[src/rtl/ssram_arbiter.sv]
// Two-initiator (instruction fetch / load-store) arbiter in front of one ssram port.
// Optional macro SSRAM_ARB_FIXED_PRIO_EN: d-port always wins contention (no round-robin pointer).
module ssram_arbiter #(
    parameter int                    ADDR_WIDTH = 32,
    parameter int                    DATA_WIDTH = 32,
    parameter logic [DATA_WIDTH-1:0] IDLE_DATA  = 32'hbaadf00d
) (
    input  logic                  clk_i,
    input  logic                  reset_i,
    input  logic                  clk_en_i,

    output logic                  i_treqready_o,
    input  logic                  i_treqvalid_i,
    input  logic                  i_treqdvalid_i,
    input  logic [ADDR_WIDTH-1:0] i_treqaddr_i,
    input  logic [DATA_WIDTH-1:0] i_treqdata_i,
    input  logic                  i_trspready_i,
    output logic                  i_trspvalid_o,
    output logic [DATA_WIDTH-1:0] i_trspdata_o,

    output logic                  d_treqready_o,
    input  logic                  d_treqvalid_i,
    input  logic                  d_treqdvalid_i,
    input  logic [ADDR_WIDTH-1:0] d_treqaddr_i,
    input  logic [DATA_WIDTH-1:0] d_treqdata_i,
    input  logic                  d_trspready_i,
    output logic                  d_trspvalid_o,
    output logic [DATA_WIDTH-1:0] d_trspdata_o,

    input  logic                  m_treqready_i,
    output logic                  m_treqvalid_o,
    output logic                  m_treqdvalid_o,
    output logic [ADDR_WIDTH-1:0] m_treqaddr_o,
    output logic [DATA_WIDTH-1:0] m_treqdata_o,
    output logic                  m_trspready_o,
    input  logic                  m_trspvalid_i,
    input  logic [DATA_WIDTH-1:0] m_trspdata_i
);

    localparam logic PORT_I = 1'b0;
    localparam logic PORT_D = 1'b1;

    logic                  inflight_q, inflight_d;
    logic                  owner_q, owner_d;
    logic                  i_buf_vld_q, i_buf_vld_d;
    logic [DATA_WIDTH-1:0] i_buf_data_q, i_buf_data_d;
    logic                  d_buf_vld_q, d_buf_vld_d;
    logic [DATA_WIDTH-1:0] d_buf_data_q, d_buf_data_d;

    logic i_rd_busy, d_rd_busy;
    logic i_elig, d_elig;
    logic grant_i, grant_d;
    logic accept;

    // A port may have only one read outstanding: either buffered or still at the memory.
    assign i_rd_busy = i_buf_vld_q | (inflight_q & (owner_q == PORT_I));
    assign d_rd_busy = d_buf_vld_q | (inflight_q & (owner_q == PORT_D));
    assign i_elig    = i_treqvalid_i & (i_treqdvalid_i | ~i_rd_busy);
    assign d_elig    = d_treqvalid_i & (d_treqdvalid_i | ~d_rd_busy);

`ifdef SSRAM_ARB_FIXED_PRIO_EN
    assign grant_d = d_elig;
    assign grant_i = i_elig & ~d_elig;
`else
    logic ptr_q, ptr_d;

    assign grant_i = i_elig & (~d_elig | (ptr_q == PORT_I));
    assign grant_d = d_elig & ~grant_i;
`endif

    always_comb begin
        m_treqvalid_o  = grant_i | grant_d;
        m_treqdvalid_o = 1'b0;
        m_treqaddr_o   = '0;
        m_treqdata_o   = '0;
        if (grant_i) begin
            m_treqdvalid_o = i_treqdvalid_i;
            m_treqaddr_o   = i_treqaddr_i;
            m_treqdata_o   = i_treqdata_i;
        end else if (grant_d) begin
            m_treqdvalid_o = d_treqdvalid_i;
            m_treqaddr_o   = d_treqaddr_i;
            m_treqdata_o   = d_treqdata_i;
        end
    end

    assign i_treqready_o = grant_i & m_treqready_i;
    assign d_treqready_o = grant_d & m_treqready_i;
    assign accept        = m_treqvalid_o & m_treqready_i;
    assign m_trspready_o = 1'b1;

    assign i_trspvalid_o = i_buf_vld_q;
    assign i_trspdata_o  = i_buf_data_q;
    assign d_trspvalid_o = d_buf_vld_q;
    assign d_trspdata_o  = d_buf_data_q;

    // Buffer data registers are parked at IDLE_DATA whenever the buffer is empty.
    always_comb begin
        inflight_d   = inflight_q;
        owner_d      = owner_q;
        i_buf_vld_d  = i_buf_vld_q;
        i_buf_data_d = i_buf_data_q;
        d_buf_vld_d  = d_buf_vld_q;
        d_buf_data_d = d_buf_data_q;

        if (i_buf_vld_q && i_trspready_i) begin
            i_buf_vld_d  = 1'b0;
            i_buf_data_d = IDLE_DATA;
        end
        if (d_buf_vld_q && d_trspready_i) begin
            d_buf_vld_d  = 1'b0;
            d_buf_data_d = IDLE_DATA;
        end

        // Responses with nothing in flight are stray and dropped.
        if (m_trspvalid_i && inflight_q) begin
            inflight_d = 1'b0;
            if (owner_q == PORT_I) begin
                i_buf_vld_d  = 1'b1;
                i_buf_data_d = m_trspdata_i;
            end else begin
                d_buf_vld_d  = 1'b1;
                d_buf_data_d = m_trspdata_i;
            end
        end

        if (accept && !m_treqdvalid_o) begin
            inflight_d = 1'b1;
            owner_d    = grant_d ? PORT_D : PORT_I;
        end
    end

`ifndef SSRAM_ARB_FIXED_PRIO_EN
    always_comb begin
        ptr_d = ptr_q;
        if (accept) begin
            ptr_d = grant_i ? PORT_D : PORT_I;
        end
    end

    always_ff @(posedge clk_i or posedge reset_i) begin
        if (reset_i) begin
            ptr_q <= PORT_I;
        end else if (clk_en_i) begin
            ptr_q <= ptr_d;
        end
    end
`endif

    always_ff @(posedge clk_i or posedge reset_i) begin
        if (reset_i) begin
            inflight_q   <= 1'b0;
            owner_q      <= PORT_I;
            i_buf_vld_q  <= 1'b0;
            i_buf_data_q <= IDLE_DATA;
            d_buf_vld_q  <= 1'b0;
            d_buf_data_q <= IDLE_DATA;
        end else if (clk_en_i) begin
            inflight_q   <= inflight_d;
            owner_q      <= owner_d;
            i_buf_vld_q  <= i_buf_vld_d;
            i_buf_data_q <= i_buf_data_d;
            d_buf_vld_q  <= d_buf_vld_d;
            d_buf_data_q <= d_buf_data_d;
        end
    end

endmodule

[config.mk]
export PLATFORM = sky130hd
export DESIGN_NAME = ssram_arbiter
export DESIGN_NICKNAME = d
export VERILOG_FILES = /design/src/rtl/ssram_arbiter.sv
export SDC_FILE = /design/constraint.sdc
export NUM_CORES = 1
export LEC_CHECK = 0
export ABC_CLOCK_PERIOD_IN_PS = 3900
export BUFFER_PORTS_ARGS = -buffer_cell sky130_fd_sc_hd__buf_2
export CAP_MARGIN = 25
export CORE_AREA = 2 2 120 122
export DETAILED_ROUTE_END_ITERATION = 10
export DIE_AREA = 0 0 122 124
export PLACE_DENSITY = 0.6
export REMOVE_ABC_BUFFERS = 1
export SYNTH_ARGS = -nofsm -noshare
export SYNTH_HDL_FRONTEND = slang
export SYNTH_SLANG_ARGS = --single-unit
[constraint.sdc]
create_clock -name clk_i -period 3.9 [get_ports clk_i]
set_input_delay 0.195 -clock clk_i [delete_from_list [all_inputs] [get_ports clk_i]]
set_output_delay 0.195 -clock clk_i [all_outputs]
set_load 0.005 [all_outputs]
==> metrics.yaml, run 1 <==
synthAdderAreaFrac: 0
max-slew-margin-rel: 0.3824
cts-resized-gates: 0
intPower_mw: 2.355
synth_common_cells: "a22o_1, nand2_1, dfrtp_1, dfstp_2, nand3_1"
critPathRequiredTime_ps: 3700
gp_congestion: 1.051
maxCapViolCount: 0
pwr_density_cell_nw_per_um2: 644.9
async_flop_share: 1.000
power.switching_mw: 1.132
clk_pin_slew_ps: 60
drt_drc_violations_left: 0
worst_skew_pair.late_latency_ps: 320
port_buffers: 304
slew_viol_final: 0
pwr-share-clk: 0.231
cts_root_buf: "clkbuf_16"
finalSetupTns_ps: 0
grt_pass1_vias: 3834
synthFlopType: "dfrtp_1"
cts_buffers: 9
synth_seq_area_share: 0.5074
status: "completed"
yosysTopAreaCellShare: 0.2562
yosys.area.top_type: "dfstp_2"
die_area_um2: 15130
grt_pass1_wl_mm: 23.29
rows: 43
synthTopCellsByArea: "dfstp_2, dfrtp_1, a22o_1, nand2_1, o22a_1"
path_cells: "a21oi_1 -> o21a_1 -> a21oi_4 -> buf_4 -> a22o_1 -> buf_2"
synth_edf_count: 0
holdCritPathClass: "in -> async"
via_count: 4062
wl_mm: 16.65
antenna_found_initial: 5
setup.worst_path.start_class: "flip-flop"
routedWlPerCell_um: 20.35
die_x_um: 122
start_util: 0.2542
synth_compound_area_frac: 0.3014
postCtsHoldBufs: 0
worstSetupPathType: "reg -> out"
cp_max_fo: 36
p_leak_nw: 2.927
slowest_stage: "a21oi_4"
finish.instance_area_um2: 5406
ios: 306
syn_area_per_cell_um2: 10.26
coreArea_um2: 13720
synth_mux_area_frac: 0
ant_nets: 0
post-synth-top-count-cell: "a22o_1"
finalHoldViolCount: 0
slowest_delay_ps: 730
max_freq_mhz: 341.5
period_share: 0.7507
dpl_cell_area_um2: 5096
final_core_util: 0.3941
overflow: 0
cts_tree: "done"
pwr-share-comb: 0.378
cts_buffer_depth: 2
grt_start_max_net_pins: 46
synth_top_family_by_area: "compound AO/OA/AOI/OAI gates"
drtPass1Iterations: 4
rsz0062_at_grt: "false"
worstMarginPinSlew_ps: 926.5
p_seq_frac: 0.391
setup-violations-final: 0
critPathArrivalTime_ps: 2730
syn-cell-area_um2: 3487
via_per_inst: 4.966
synth_xor_xnor_area_share: 0
synth_seq_cells: 69
fin_nets: 801
synth.distinct_cells: 31
syn_to_final_growth_pct: 55.04
postCtsSetupBuffers: 0
hpwl_mm: 13.37
drt-initial-drc-count: 219
cp-end-kind: "primary output"
htreeDepth: 3
ir_worst_vdd_mv: 0.3346
dieHeight_um: 124
skew_ps: 3.928
period_needed_ps: 2928
track_usage: 0.2106
synthesis.instances: 340
yosys_warnings: 0
clock-sinks: 69
swShare: 0.3247
yosys.area_share.simple: 0.1281
drive_above_1_share: 0.5780
[registers in the layout, indices dropped and copies added (netlist names)]
| name | count |
|---|---|
| d_trspdata_o | 32 |
| d_trspvalid_o | 1 |
| i_trspdata_o | 32 |
| i_trspvalid_o | 1 |
| inflight_q | 1 |
| owner_q | 1 |
| ptr_q | 1 |
[logic make-up (layout without fill, tap and decap cells)]
group,after synthesis,after routing
AOI/OAI and AO/OA,127,127
other,1,4
and+or+nand+nor,106,106
buffers and inverters,37,332
DFF,69,69
[final timing paths]
check / start / to / slack, ps / depth (start not counted)
max: owner_q / m_treqdata_o[29] / 970 / 6
max in group asynchronous: reset_i / i_trspdata_o[28] / 2870 / 3
max reg2reg: owner_q / d_trspdata_o[8] / 2120 / 4
min reg2reg: i_trspdata_o[28] / i_trspdata_o[28] / 480 / 2
min: reset_i / d_trspdata_o[26] / 70 / 2
min in group clk_i: m_trspdata_i[31] / i_trspdata_o[31] / 100 / 3
[cell usage in the layout (no fill, tap or decap), types with 2 or more instances in the layout]
master     instances
nand3_1           20
inv_2              2
clkbuf_16          9
o22a_1            17
dfstp_2           34
and2_1             3
clkinv_2           2
dfrtp_1           35
a21oi_1           16
buf_2            304
nand2_1           75
nand2b_1           2
o21ai_0            2
a22o_1            80
o21a_1             2
a31oi_1            2
buf_4              8
nor2_1             2
inv_1              2
clkbuf_1           2
diode_2            3
[through the flow]
| stage | hold slack, ps | power [mW] | cells | setup WS (ps) |
|---|---|---|---|---|
| after floorplan | 288.1 | 1.940 | 307 | 1260 |
| after global placement | 432.4 | 2.658 | 798 | 1512 |
| after detailed placement | 434.3 | 2.693 | 798 | 1345 |
| after CTS | 90.28 | 3.521 | 814 | 990.0 |
| after global routing | 97.39 | 3.729 | 815 | 793.2 |
| final | 70.22 | 3.487 | 818 | 972.2 |
[worst max-delay path, delay by kind of cell (launching register included)]
kind	cells	cell delay [ps]
buffers and inverters	2	570
AOI/OAI and AO/OA	4	1340
DFF	1	480
[layer usage]
| metal | wire, um | GRT usage | vias up |
|---|---|---|---|
| li1 | - | - | 1835 |
| met1 | 6832 | 0.2665 | 1970 |
| met2 | 7871 | 0.3394 | 225 |
| met3 | 1664 | 0.07830 | 24 |
| met4 | 226 | 0.05603 | 8 |
| met5 | 53 | 0 | - |
[area by class of cell]
class,instances,area [um^2]
clock inverter,4,48.80
multi-input combinational,234,1513
inverter,4,15.01
sequential,69,1769
fill,1454,8313
clock buffer,12,246.5
antenna,3,7.507
tap,180,225.2
timing repair buffer,312,1582
[power groups by stage]
| stage | Clock [mW] | Combinational (mW) | Sequential [mW] |
|---|---|---|---|
| 2_1_floorplan | 0 | 0.550 | 1.39 |
| 3_3_place_gp | 0 | 1.31 | 1.35 |
| 3_5_place_dp | 0 | 1.33 | 1.37 |
| 4_1_cts | 0.821 | 1.34 | 1.36 |
| 5_1_grt | 0.862 | 1.46 | 1.41 |
| 6_report | 0.805 | 1.32 | 1.36 |
No activity file was read; power rests on OpenSTA's default activity.
==> inputs of run 2 (changes only) <==
==> config.mk (replaced) <==
export PLATFORM = sky130hd
export DESIGN_NAME = ssram_arbiter
export DESIGN_NICKNAME = d
export VERILOG_FILES = /design/src/rtl/ssram_arbiter.sv
export SDC_FILE = /design/constraint.sdc
export NUM_CORES = 1
export LEC_CHECK = 0
export ABC_AREA = 1
export ABC_CLOCK_PERIOD_IN_PS = 2900
export BUFFER_PORTS_ARGS = -buffer_cell sky130_fd_sc_hd__buf_2
export CAP_MARGIN = 25
export CORE_AREA = 2 2 117 119
export DETAILED_ROUTE_END_ITERATION = 10
export DIE_AREA = 0 0 119 121
export PLACE_DENSITY = 0.65
export REMOVE_ABC_BUFFERS = 1
export SYNTH_ARGS = -nofsm -noshare
export SYNTH_HDL_FRONTEND = slang
export SYNTH_SLANG_ARGS = --single-unit
==> constraint.sdc (replaced) <==
create_clock -name clk_i -period 2.9 [get_ports clk_i]
set_input_delay 0.145 -clock clk_i [delete_from_list [all_inputs] [get_ports clk_i]]
set_output_delay 0.145 -clock clk_i [all_outputs]
set_load 0.005 [all_outputs]
==> run 2 against run 1 <==
Sequential power rose by 33%. Sequential share of layout area decreased by 1.7 points. Combinational power up 28%. Global-route usage about the same. Largest cell class unchanged. Largest power group unchanged.
==> metrics.yaml, run 2 <==
final_core_util: 0.4356
cts_root_buf: "clkbuf_16"
htreeDepth: 3
cts_tree: "done"
clk_pin_slew_ps: 60
period_share: 0.7985
dpl.cell_count: 962
p_leak_nw: 3.358
syn-cell-area_um2: 3749
critPathArrivalTime_ps: 2170
period_needed_ps: 2316
gp_congestion: 0.9423
synthTopCellsByArea: "dfstp_2, dfrtp_1, nand2_1, nand3_1, inv_1"
setup-violations-final: 0
finalHoldViolCount: 0
maxCapViolCount: 0
rsz0062_at_grt: "false"
ir_worst_vdd_mv: 0.6098
pwr_density_cell_nw_per_um2: 807.7
cp_max_fo: 65
synthesis.instances: 511
coreArea_um2: 13090
slew_viol_final: 0
max-slew-margin-rel: 0.4633
hpwl_mm: 12.30
die_area_um2: 14400
yosysTopAreaCellShare: 0.2383
layout_setup_ws_ps: 584.4
via_per_inst: 4.642
final_common_cell: "buf_2"
synth_seq_area_share: 0.4720
synthFlopType: "dfrtp_1"
wl_mm: 15.79
routedWlPerCell_um: 16.11
ios: 306
worstSetupPathType: "reg -> out"
async_flop_share: 1.000
ant_nets: 0
dieHeight_um: 121
status: "completed"
worstMarginPinSlew_ps: 805.0
cp-end-kind: "primary output"
critPathRequiredTime_ps: 2760
drt_drc_violations_left: 0
syn_to_final_growth_pct: 52.07
grt_start_max_net_pins: 66
grt_pass1_wl_mm: 23.58
worst_skew_pair.late_latency_ps: 320
via_count: 4549
grt_pass1_vias: 4181
clock-sinks: 69
synth_edf_count: 0
cts_buffer_depth: 2
yosys_warnings: 0
nFillCells: 1359
rows: 42
mostFrequentLayoutCells: "buf_2, nand2_1, nand3_1"
holdCritPathClass: "in -> reg"
drive_above_1_share: 0.4595
die_x_um: 119
fin_nets: 969
instances_no_fill: 980
setup.worst_path.start_class: "flip-flop"
cts-resized-gates: 0
synth_seq_cells: 69
track_usage: 0.2102
synth.distinct_cells: 20
yosys.area.top_type: "dfstp_2"
start_util: 0.2865
drtPass1Iterations: 4
synth_common_cells: "nand2_1, nand3_1, inv_1, dfrtp_1, dfstp_2"
skew_ps: 7.360
finalSetupTns_ps: 0
port_buffers: 304
syn_area_per_cell_um2: 7.336
antenna_found_initial: 2
dp_slack_ps: 951.5
cts_buffers: 9
overflow: 0
max_freq_mhz: 431.9
drt-initial-drc-count: 317
post-synth-top-count-cell: "nand2_1"
[run 2: cell type report]
class / count / area (um^2) / area share
Sequential cell: 69 / 1769 / 0.3104
Timing Repair Buffer: 313 / 1617 / 0.2836
Multi-Input combinational cell: 345 / 1563 / 0.2741
Clock buffer: 12 / 256.5 / 0.04500
Inverter: 60 / 225.2 / 0.03951
Tap cell: 176 / 220.2 / 0.03863
Clock inverter: 4 / 47.55 / 0.008341
Antenna cell: 1 / 2.502 / 0.0004390
[run 2: layer usage]
metal  share of wire  wire, um  GRT usage  up-vias
met5         0.00082        13          0        -
met4           0.011       175    0.04911        2
met3            0.10      1598    0.06814       13
met2            0.48      7536     0.3459      235
met1            0.41      6461     0.2690     2082
li1                -         -          -     2217
[run 2: final timing paths]
check / cells after the start / end / from / slack (ps)
max: 7 / m_treqaddr_o[18] / inflight_q / 580
min: 3 / i_trspdata_o[19] / m_trspdata_i[19] / 60
max reg2reg: 8 / owner_q / inflight_q / 970
min reg2reg: 2 / i_trspdata_o[0] / i_trspdata_o[0] / 480
max in group asynchronous: 4 / d_trspdata_o[0] / reset_i / 1680
min in group asynchronous: 3 / i_trspdata_o[20] / reset_i / 520
[run 2: report_power, final]
group / internal (mW) / total, mW / switching, mW
clock: 0.709 / 1.10 / 0.389
combinational: 0.785 / 1.69 / 0.907
sequential: 1.57 / 1.81 / 0.242
[run 2: through the flow]
step	area, um^2	hold slack [ps]	total power, mW
after floorplan	3533	266.0	2.554
after global placement	5384	322.8	3.500
after detailed placement	5384	324.7	3.522
after CTS	5698	47.86	4.657
after global routing	5700	62.66	4.938
final	5700	60.25	4.604
[run 2: timing repair]
item	in CTS	in global routing
hold buffers	1	0
hold endpoints to repair	23	0
setup buffers	0	0
endpoints found under the setup margin	0	0
[run 2: cells by family (layout without fill, tap and decap cells)]
group           count (synthesis)  after routing  share of synthesized area
compound gates                 67             67                     0.1011
simple gates                  277            277                     0.3084
buf+inv                        97            389                     0.1175
other cells                     1              2                   0.001000
flops                          69             69                     0.4720
[run 2: worst max-delay path, stage by stage, from the launching register on]
cell	delay (ps)
dfrtp_1	420
nand2_2	120
nand2_1	110
a21oi_4	140
buf_4	520
nand3_1	150
nand2_1	190
buf_2	150
==> inputs of run 3 (changes only) <==
--- a/config.mk
+++ b/config.mk
@@ -6,13 +6,13 @@
 export NUM_CORES = 1
 export LEC_CHECK = 0
 export ABC_AREA = 1
-export ABC_CLOCK_PERIOD_IN_PS = 2900
+export ABC_CLOCK_PERIOD_IN_PS = 1900
 export BUFFER_PORTS_ARGS = -buffer_cell sky130_fd_sc_hd__buf_2
 export CAP_MARGIN = 25
-export CORE_AREA = 2 2 117 119
+export CORE_AREA = 2 2 118 120
 export DETAILED_ROUTE_END_ITERATION = 10
-export DIE_AREA = 0 0 119 121
-export PLACE_DENSITY = 0.65
+export DIE_AREA = 0 0 120 122
+export PLACE_DENSITY = 0.67
 export REMOVE_ABC_BUFFERS = 1
 export SYNTH_ARGS = -nofsm -noshare
 export SYNTH_HDL_FRONTEND = slang
==> constraint.sdc (replaced) <==
create_clock -name clk_i -period 1.9 [get_ports clk_i]
set_input_delay 0.095 -clock clk_i [delete_from_list [all_inputs] [get_ports clk_i]]
set_output_delay 0.095 -clock clk_i [all_outputs]
set_load 0.005 [all_outputs]
==> run 3 against run 2 <==
The flow now finishes with violations (negative setup slack). Worst setup slack got worse by 740 ps. Worst hold slack worse by 54 ps. Die area up 1.7%. Sequential power rose by 54%. Clock skew barely moved. Sequential share of layout area down 6.0 points. Register-to-register slack worse by 760 ps. Critical path depth increased by 3. Combinational power increased by 110%. Via count grew 11%. Routed wire length up 34%. Cell area rose by 24%. Critical path type unchanged.
==> metrics.yaml, run 3 (same netlist as run 2, synthesis figures left out) <==
syn_to_final_growth_pct: 88.52
ir_worst_vdd_mv: 0.7731
max_freq_mhz: 485.5
maxCapViolCount: 0
routedWlPerCell_um: 20.48
status: "complete, but fails checks"
grt_start_max_net_pins: 35
cp_max_fo: 8
via_count: 5043
worst_skew_pair.late_latency_ps: 330
fin_nets: 1016
ant_nets: 0
worstSetupPathType: "reg -> out"
skew_ps: 7.644
die_area_um2: 14640
start_util: 0.2776
p_leak_nw: 3.971
drive_above_1_share: 0.5965
drt_drc_violations_left: 0
mostFrequentLayoutCells: "buf_2, nand2_1, nand3_1"
finish.instance_area_um2: 7067
drt-initial-drc-count: 387
antenna_found_initial: 2
coreArea_um2: 13500
slowest_delay_ps: 440
worstMarginPinSlew_ps: 598.7
cts_buffer_depth: 2
cts_tree: "done"
wl_mm: 21.11
cts_buffers: 9
period_needed_ps: 2060
clock-sinks: 69
track_usage: 0.2631
htreeDepth: 3
setup.worst_path.start_class: "flip-flop"
crit_top_cell: "nand2_4"
finalHoldViolCount: 0
cts_root_buf: "clkbuf_16"
die_x_um: 120
dieHeight_um: 122
gp_congestion: 0.8995
cp-end-kind: "primary output"
max-slew-margin-rel: 0.6003
rsz0062_at_grt: "true"
regArea_um2: 1770
via_per_inst: 4.891
layout_setup_ws_ps: -159.8
dpl_cell_area_um2: 5464
path_cells: "inv_2 -> nand2_4 -> nand2_4 -> a21oi_4 -> buf_6 -> buf_8 -> bufbuf_16 -> nand3_1 -> nand2_1 -> buf_2"
critPathRequiredTime_ps: 1800
overflow: 0
final_common_cell: "buf_2"
drtPass1Iterations: 5
slew_viol_final: 0
multiInputGateArea_um2: 2023
nFillCells: 1268
pwr_density_cell_nw_per_um2: 1128
slowest_stage: "dfrtp_1"
rows: 43
period_share: 1.084
port_buffers: 304
setup-violations-final: 65
power.total_mw: 7.971
ios: 306
grt_pass1_vias: 4649
critPathArrivalTime_ps: 1960
holdCritPathClass: "in -> reg"
violations: "negative setup slack"
finalSetupTns_ps: -6286
hpwl_mm: 14.19
dp_slack_ps: 136.6
grt_pass1_wl_mm: 28.34
clk_pin_slew_ps: 60
[run 3: cell types whose count changed in the layout (fill, tap and decap cells not counted), moves of 10 or more]
cell and change:
nand3_2 +15, dlygate4sd3_1 +12, nand2_1 -81, nand3_1 -17
buf_2 -20, buf_4 +11, buf_16 +10, nand2_4 +31
nand2_2 +50, buf_6 +21
[run 3: metal layers]
metal	wire length (um)	GRT usage	vias to the layer above
met1	8239	0.3257	2378
met5	30	0	-
li1	-	-	2327
met2	10110	0.4322	294
met3	2174	0.08848	40
met4	562	0.08529	4
[run 3: critical path: cells and delay by family (launching register included)]
family / cells / cell delay, ps
buffers and inverters: 5 / 750
flip-flops: 1 / 440
AO/OA/AOI/OAI: 1 / 160
AND/OR/NAND/NOR: 4 / 280
[run 3: cell type report]
cell class,count,area share
Clock buffer,10,0.03382
Antenna cell,1,0.0003541
Timing Repair Buffer,360,0.3568
Multi-Input combinational cell,345,0.2863
Tap cell,180,0.03187
Clock inverter,6,0.007436
Inverter,60,0.03293
Sequential cell,69,0.2505
[run 3: path summary, 6_finish.rpt]
check	end	cells past startpoint	from	slack (ps)
setup / recovery	m_treqaddr_o[0]	10	owner_q	-160
min in group asynchronous	d_trspdata_o[5]	3	reset_i	380
hold reg to reg	i_trspdata_o[28]	2	i_trspdata_o[28]	480
setup reg to reg	inflight_q	11	owner_q	210
max in group asynchronous	i_trspdata_o[14]	4	reset_i	860
hold / removal	i_trspdata_o[25]	3	m_trspdata_i[25]	6
[run 3: repair_timing]
item	CTS	global route
setup endpoints to repair	65	65
hold buffers	13	0
setup buffers	11	3
endpoints found under the hold margin	27	0
cloned	11	5
gates resized for setup	88	90
pin swaps	17	19
[run 3: power by group]
| group | internal (mW) | switching, mW | total [mW] |
|---|---|---|---|
| combinational | 1.75 | 1.81 | 3.56 |
| sequential | 2.40 | 0.381 | 2.78 |
| clock | 0.942 | 0.687 | 1.63 |
[run 3: stage by stage]
step	std cells	util	hold WS [ps]
6_report	1031	0.5233	6.024
4_1_cts	1022	0.4882	0.7374
2_1_floorplan	474	-	216.0
3_3_place_gp	971	0.4046	193.6
3_5_place_dp	971	0.4046	207.4
5_1_grt	1030	0.5231	4.289
